--- config.mk ---
export PLATFORM = sky130hd
export DESIGN_NAME = axonerve_kvs_cmd_arbiter
export DESIGN_NICKNAME = d
export VERILOG_FILES = /design/src/rtl/axonerve_kvs_cmd_arbiter.sv
export SDC_FILE = /design/constraint.sdc
export NUM_CORES = 1
export LEC_CHECK = 0
export CAP_MARGIN = 15
export CORE_AREA = 2 2 275 277
export CTS_CLUSTER_SIZE = 10
export DETAILED_ROUTE_END_ITERATION = 10
export DIE_AREA = 0 0 277 279
export HOLD_SLACK_MARGIN = 0.06
export PLACE_DENSITY = 0.46
export SYNTH_ARGS = -nofsm -noshare
export SYNTH_HDL_FRONTEND = slang
export SYNTH_SLANG_ARGS = --single-unit
--- constraint.sdc ---
create_clock -name I_CLK -period 3.8 [get_ports I_CLK]
set_input_delay 0.76 -clock I_CLK [delete_from_list [all_inputs] [get_ports I_CLK]]
set_output_delay 0.76 -clock I_CLK [all_outputs]
set_load 0.05 [all_outputs]
--- src/rtl/axonerve_kvs_cmd_arbiter.sv ---
// Round-robin sharing of one axonerve KVS kernel between requesters A and B,
// with an in-order ID FIFO that routes each kernel ACK back to its issuer.
module axonerve_kvs_cmd_arbiter #(
  parameter int DEPTH = 16,
  parameter int KEY_W = 128,
  parameter int VAL_W = 32
) (
  input  logic             I_CLK,
  input  logic             I_XRST,
  input  logic             I_REQ_VALID_A,
  input  logic             I_REQ_VALID_B,
  output logic             O_REQ_READY_A,
  output logic             O_REQ_READY_B,
  input  logic [2:0]       I_REQ_OP_A,
  input  logic [2:0]       I_REQ_OP_B,
  input  logic [KEY_W-1:0] I_REQ_KEY_A,
  input  logic [KEY_W-1:0] I_REQ_KEY_B,
  input  logic [VAL_W-1:0] I_REQ_VAL_A,
  input  logic [VAL_W-1:0] I_REQ_VAL_B,
  input  logic             I_INIT,
  output logic             O_RSP_VALID_A,
  output logic             O_RSP_VALID_B,
  output logic             O_RSP_HIT,
  output logic             O_RSP_ERR,
  output logic [VAL_W-1:0] O_RSP_VAL,
  output logic             O_ILLEGAL_CMD,
  output logic             O_ORPHAN_ACK,
  output logic             O_BUSY,
  output logic             O_KVS_CMD_VALID,
  output logic             O_KVS_CMD_INIT,
  output logic             O_KVS_ERASE,
  output logic             O_KVS_WRITE,
  output logic             O_KVS_READ,
  output logic             O_KVS_SEARCH,
  output logic             O_KVS_UPDATE,
  output logic [KEY_W-1:0] O_KVS_KEY,
  output logic [KEY_W-1:0] O_KVS_MSK,
  output logic [6:0]       O_KVS_PRI,
  output logic [VAL_W-1:0] O_KVS_VAL,
  input  logic             I_KVS_READY,
  input  logic             I_KVS_WAIT,
  input  logic             I_KVS_CMD_FULL,
  input  logic             I_KVS_ACK,
  input  logic             I_KVS_ENT_ERR,
  input  logic             I_KVS_SINGLE_HIT,
  input  logic             I_KVS_MULTIL_HIT,
  input  logic [VAL_W-1:0] I_KVS_VAL
);

  localparam int AW = $clog2(DEPTH);
  localparam int CW = AW + 1;

  typedef enum logic [1:0] {ST_WAIT_READY, ST_RUN, ST_DRAIN, ST_INIT} state_t;

  state_t           state_reg, state_next;
  logic [CW-1:0]    count_reg, count_next;
  logic [AW-1:0]    wr_ptr_reg, rd_ptr_reg;
  logic             fifo_mem [DEPTH];
  logic             prefer_b_reg;
  logic             cmd_valid_reg, illegal_reg, orphan_reg, busy_reg;
  logic [4:0]       op_onehot_reg;
  logic [KEY_W-1:0] key_reg;
  logic [VAL_W-1:0] val_reg, rsp_val_reg;
  logic             rsp_valid_a_reg, rsp_valid_b_reg, rsp_hit_reg, rsp_err_reg;

  logic             can_issue, grant_b, accept, op_legal, push, pop, head_id;
  logic [2:0]       sel_op;
  logic [KEY_W-1:0] sel_key;
  logic [VAL_W-1:0] sel_val;

  // I_INIT in RUN blocks issue in the same cycle the drain begins.
  assign can_issue = (state_reg == ST_RUN) && !I_INIT && I_KVS_READY && !I_KVS_WAIT &&
                     !I_KVS_CMD_FULL && (count_reg != CW'(DEPTH));
  assign grant_b   = I_REQ_VALID_B && (!I_REQ_VALID_A || prefer_b_reg);
  assign O_REQ_READY_A = can_issue && !grant_b;
  assign O_REQ_READY_B = can_issue && grant_b;
  assign accept    = (O_REQ_READY_A && I_REQ_VALID_A) || (O_REQ_READY_B && I_REQ_VALID_B);
  assign sel_op    = grant_b ? I_REQ_OP_B  : I_REQ_OP_A;
  assign sel_key   = grant_b ? I_REQ_KEY_B : I_REQ_KEY_A;
  assign sel_val   = grant_b ? I_REQ_VAL_B : I_REQ_VAL_A;
  assign op_legal  = (sel_op <= 3'd4);
  assign push      = accept && op_legal;
  assign pop       = I_KVS_ACK && (count_reg != '0);
  assign head_id   = fifo_mem[rd_ptr_reg];
  assign count_next = count_reg + CW'(push) - CW'(pop);

  always_comb begin
    state_next = state_reg;
    case (state_reg)
      ST_WAIT_READY: if (I_KVS_READY) state_next = ST_RUN;
      ST_RUN:        if (I_INIT) state_next = ST_DRAIN;
      ST_DRAIN:      if (count_reg == '0) state_next = ST_INIT;
      ST_INIT:       state_next = ST_WAIT_READY;
      default:       state_next = ST_WAIT_READY;
    endcase
  end

  always_ff @(posedge I_CLK) begin
    if (push) fifo_mem[wr_ptr_reg] <= grant_b;
  end

  always_ff @(posedge I_CLK or negedge I_XRST) begin
    if (!I_XRST) begin
      state_reg       <= ST_WAIT_READY;
      count_reg       <= '0;
      wr_ptr_reg      <= '0;
      rd_ptr_reg      <= '0;
      prefer_b_reg    <= 1'b0;
      cmd_valid_reg   <= 1'b0;
      op_onehot_reg   <= '0;
      key_reg         <= '0;
      val_reg         <= '0;
      illegal_reg     <= 1'b0;
      orphan_reg      <= 1'b0;
      busy_reg        <= 1'b0;
      rsp_valid_a_reg <= 1'b0;
      rsp_valid_b_reg <= 1'b0;
      rsp_hit_reg     <= 1'b0;
      rsp_err_reg     <= 1'b0;
      rsp_val_reg     <= '0;
    end else begin
      state_reg     <= state_next;
      count_reg     <= count_next;
      cmd_valid_reg <= push;
      op_onehot_reg <= push ? (5'd1 << sel_op) : 5'd0;
      illegal_reg   <= accept && !op_legal;
      // Registered from next-state values so it tracks the current state/count.
      busy_reg      <= (state_next != ST_RUN) || (count_next != '0);
      if (push) wr_ptr_reg <= wr_ptr_reg + AW'(1);
      if (pop) rd_ptr_reg <= rd_ptr_reg + AW'(1);
      if (accept) begin
        prefer_b_reg <= !grant_b;
        key_reg      <= sel_key;
        val_reg      <= sel_val;
      end
      if (I_KVS_ACK && count_reg == '0) orphan_reg <= 1'b1;
      rsp_valid_a_reg <= pop && !head_id;
      rsp_valid_b_reg <= pop && head_id;
      if (pop) begin
        rsp_hit_reg <= I_KVS_SINGLE_HIT | I_KVS_MULTIL_HIT;
        rsp_err_reg <= I_KVS_ENT_ERR;
        rsp_val_reg <= I_KVS_VAL;
      end
    end
  end

  assign O_RSP_VALID_A   = rsp_valid_a_reg;
  assign O_RSP_VALID_B   = rsp_valid_b_reg;
  assign O_RSP_HIT       = rsp_hit_reg;
  assign O_RSP_ERR       = rsp_err_reg;
  assign O_RSP_VAL       = rsp_val_reg;
  assign O_ILLEGAL_CMD   = illegal_reg;
  assign O_ORPHAN_ACK    = orphan_reg;
  assign O_BUSY          = busy_reg;
  assign O_KVS_CMD_VALID = cmd_valid_reg;
  assign O_KVS_CMD_INIT  = (state_reg == ST_INIT);
  assign O_KVS_ERASE     = op_onehot_reg[0];
  assign O_KVS_WRITE     = op_onehot_reg[1];
  assign O_KVS_READ      = op_onehot_reg[2];
  assign O_KVS_SEARCH    = op_onehot_reg[3];
  assign O_KVS_UPDATE    = op_onehot_reg[4];
  assign O_KVS_KEY       = key_reg;
  assign O_KVS_MSK       = '0;
  assign O_KVS_PRI       = '0;
  assign O_KVS_VAL       = val_reg;

endmodule
==> impl.org <==
** Outcome
- Result of the run :: finished clean

** Synth
- Post-synth EDFFs :: 16
- In the synthesized netlist, the number of instances is 1321.
- FFs w/ async S/R, synth :: 93.2%
- Top flip-flop cell by instance count after synthesis :: dfrtp_1
- Most area-consuming cells after synthesis :: dfrtp_1, nand2_1, buf_4, a31oi_1, nor2_1
- The netlist uses 44 different library cells.
- Flip-flop and latch count after synthesis :: 237
- Area fraction of the dominant cell type after synthesis :: 47.8%
- Post-synthesis cell area :: 11600 sq um
- Sequential element share of the synthesized area :: 51.9%
- dfrtp_1 takes more of the synthesized area than any other cell.
- The Yosys step of the flow raised 0 warnings.
- A synthesized cell averages 8.76 sq um.

** Clock network
- Latest clock arrival within the worst-skew pair :: 0.59 ns
- TritonCTS buffer count :: 31
- CTS built an H-tree with a depth of 1.
- After clock tree synthesis, the clock-pin slew on the worst setup and hold paths is 0.06 ns.
- CTS saw 237 sinks.
- Clock buffer depth :: 3
- TritonCTS built the clock tree.
- In this run, post-CTS repair resized a total of 0 instances.
- In this run the clock root is driven by a clkbuf_16.

** Global route
- Entering global routing, the biggest net connects 104 pins.
- Most used routing layer in global routing :: met2
- Global routing consumed, on the met1 layer, 12.7% of the routing resources.
- Global routing consumed, on the met2 layer, 19.4% of the routing resources.
- Global routing consumed, on the met3 layer, 3.04% of the routing resources.
- Global routing used 10.8% of the available tracks.
- The first global-routing pass estimated 66.2 mm of wire.
- Residual overflow from global routing :: 0
- The number of global-route vias before repair was 10.9k.
- Number of antenna violations at the first check in global routing :: 1

** Setup path
- In this run the register-to-register setup slack is 0.43 ns.
- Cell type of the slowest stage on the worst timing path :: or4_1
- Peak per-stage delay on the critical path :: 0.48 ns
- Critical path arrival :: 4.10 ns
- The worst register-to-register path begins at state_reg[0].
- Counting cells, the worst reg-to-reg path comes to 11.
- Setup Crit Path Kind :: input pin to flip-flop
- Critical path peak fanout :: 4
- At the worst endpoint, the required time is 4.27 ns.
- Startpoint type of the worst setup path :: input pin
- Crit end category :: flip-flop
- End of the worst register-to-register path :: O_BUSY
- Worst-path cell chain :: clkdlybuf4s50_1, nor4b_4, buf_4, nand4_1, nor3_2, inv_1, ha_1, inv_1, ha_1, fa_1, xor2_1, or4_1, or3_1

** Route
- Drc violations :: 0
- Summed over all layers, the routed wires come to 43.8 mm.
- Violation count after the first detailed-route iteration :: 399
- Via density per instance :: 3.71
- The first detailed-routing pass took 5 iterations.
- Dividing the detail-routed wire length by the instance count gives 15.2 um.
- Via count :: 10.7k
- Number of routed nets with antenna violations :: 0

** Die
- The initial utilization of the core area, before any placement, comes to 15.6%.
- Die Footprint :: 77300 sq um
- Area of the core region :: 74100 sq um
- From left edge to right edge, the die measures 277 um.
- Measured along the y axis, the die boundary spans 279 um.
- I/O pin count :: 713
- Row generation in the floorplan step produced 100 rows.

** STA
- Total negative slack for setup checks :: 0 ns
- Setup skew after layout :: 0.0111 ns
- Clock period minus worst slack :: 3.63 ns
- Pin slew with the least headroom to its limit :: 0.970 ns
- Of the available clock period, the critical path in the final layout requires 95.6%.
- The count of final max-slew check failures was 0.
- Unrepaired setup endpoints after global routing :: false
- After layout, the worst setup slack is 0.168 ns.
- Timing would allow up to 275 MHz.
- Final hold analysis gives a worst-case slack of 0.192 ns.
- Hold Violations, Final :: 0
- Setup violations remaining at the end of the flow were counted as 0.
- Max-Slew Margin vs Limit :: 35.3%

** Final layout
- At the end of the flow the core is filled with cells to 25.7%.
- Net total in the final layout :: 2267
- Max FFs per register :: 128
- Filler Cells Inserted :: 7971
- In the final layout, the share of cells above drive strength 1 is 5.18%.
- Diodes inserted :: 0
- Layout-stage area growth over the synthesis result :: 64.8%

** Hold path
- The tightest min-delay check is of the input pin to async pin type.

** Power
- For this design the ratio of total power to cell area is 797 nW/um^2.
- IR analysis of the VDD net gives a maximum drop of 0.350 mV.
- Leakage power figure :: 8.23 nW

** Placement
- Input and output buffers added on the ports amount to 577.
- Timing analysis after detailed placement gives a worst setup slack of -0.513 ns.
- Placer's final routability congestion estimate :: 0.804
- Detailed-placement wirelength estimate :: 33.2 mm

** Flow run
- Across the run, the number of max-cap violations was 0.
-- what timing repair did --
action / CTS / global route
hold buffers: 0 / 0
buffers inserted: 0 / 0
endpoints found under the setup margin: 0 / 1
-- layout by cell type (no fill, tap or decap), types with 3 or more instances in the layout --
cell | Yosys | layout
clkdlybuf4s50_1 | 0 | 574
nand2_1 | 428 | 427
dfrtp_1 | 221 | 221
nor2_1 | 166 | 166
a31oi_1 | 160 | 160
conb_1 | 1 | 135
buf_4 | 148 | 32
clkbuf_16 | 0 | 31
edfxtp_1 | 16 | 16
clkbuf_1 | 35 | 14
inv_1 | 13 | 13
and3_1 | 13 | 13
ha_1 | 11 | 11
buf_12 | 0 | 9
clkbuf_8 | 0 | 8
o21ai_0 | 5 | 5
xor2_1 | 5 | 5
mux2i_1 | 5 | 5
xnor2_1 | 5 | 5
nand2b_1 | 4 | 4
nor2b_1 | 4 | 4
a21oi_1 | 4 | 4
and4b_1 | 4 | 4
mux4_2 | 4 | 4
nand4_1 | 3 | 3
and2_1 | 3 | 3
clkinv_2 | 0 | 3
-- report_power, final --
group / total, mW / switching (mW) / internal, mW
logic: 8.10 / 5.39 / 2.71
registers: 4.21 / 0.647 / 3.57
clock network: 2.88 / 1.15 / 1.73
-- cell usage after synthesis, drive strengths merged (3+ instances only) --
library cell / instances
o21ai: 5
ha: 11
mux4: 4
nand2: 428
xor2: 5
and3: 13
nand2b: 4
xnor2: 5
a31oi: 160
inv: 14
a21oi: 4
nor2: 166
nand4: 3
mux2i: 5
dfrtp: 221
and4b: 4
nor4b: 3
edfxtp: 16
nor2b: 4
buf: 184
clkbuf: 35
and4: 3
and2: 3
-- how the worst max path moves through the flow --
stage                      start     end  slack, ns  cells past startpoint
after CTS                 I_INIT  O_BUSY       0.15                     13
after floorplan           I_INIT  O_BUSY       0.14                     12
after detailed placement  I_INIT  O_BUSY      -0.51                     13
final                     I_INIT  O_BUSY       0.17                     13
after global routing      I_INIT  O_BUSY      0.005                     13
after global placement    I_INIT  O_BUSY      -0.45                     13
-- metrics by stage --
stage          total power [mW]  instances  cell area [sq um]
2_1_floorplan              9.40       1455              12100
3_3_place_gp               12.4       2821              18100
5_1_grt                    16.1       2879              19100
4_1_cts                    15.5       2879              19100
3_5_place_dp               12.5       2821              18100
6_report                   15.2       2879              19100
-- worst max-delay path, delay by kind of cell --
family        cells  cell delay, ns
simple gates      5            1.50
fa+ha+maj         3            0.90
buf+inv           4            0.76
xor+xnor          1            0.17
-- cell type report --
| type | instances | area [sq um] | area share (%) |
|---|---|---|---|
| Multi-Input combinational cell | 985 | 4610 | 24.2 |
| Tap cell | 969 | 1210 | 6.36 |
| Clock inverter | 5 | 65.1 | 0.341 |
| Timing Repair Buffer | 616 | 6180 | 32.4 |
| Sequential cell | 237 | 6010 | 31.5 |
| Clock buffer | 53 | 938 | 4.92 |
| Inverter | 14 | 57.6 | 0.302 |
-- kinds of logic after synthesis --
| kind of cell | share of synthesized area, % |
|---|---|
| fa+ha+maj | 1.36 |
| flops | 51.9 |
| mux | 1.41 |
| compound gates | 9.30 |
| buf+inv | 12.7 |
| simple gates | 22.5 |
| other cells | 0.0324 |
| xor+xnor | 0.757 |
-- per-layer routing --
metal  wire, um  part of all wire (%)  vias to the layer above
met5          0                     0                        -
met4        895                   2.0                        0
met3       3330                   7.6                       48
met2      22000                    50                      429
met1      17600                    40                     4983
li1           -                     -                     5216
(Power assumes the default switching activity.)
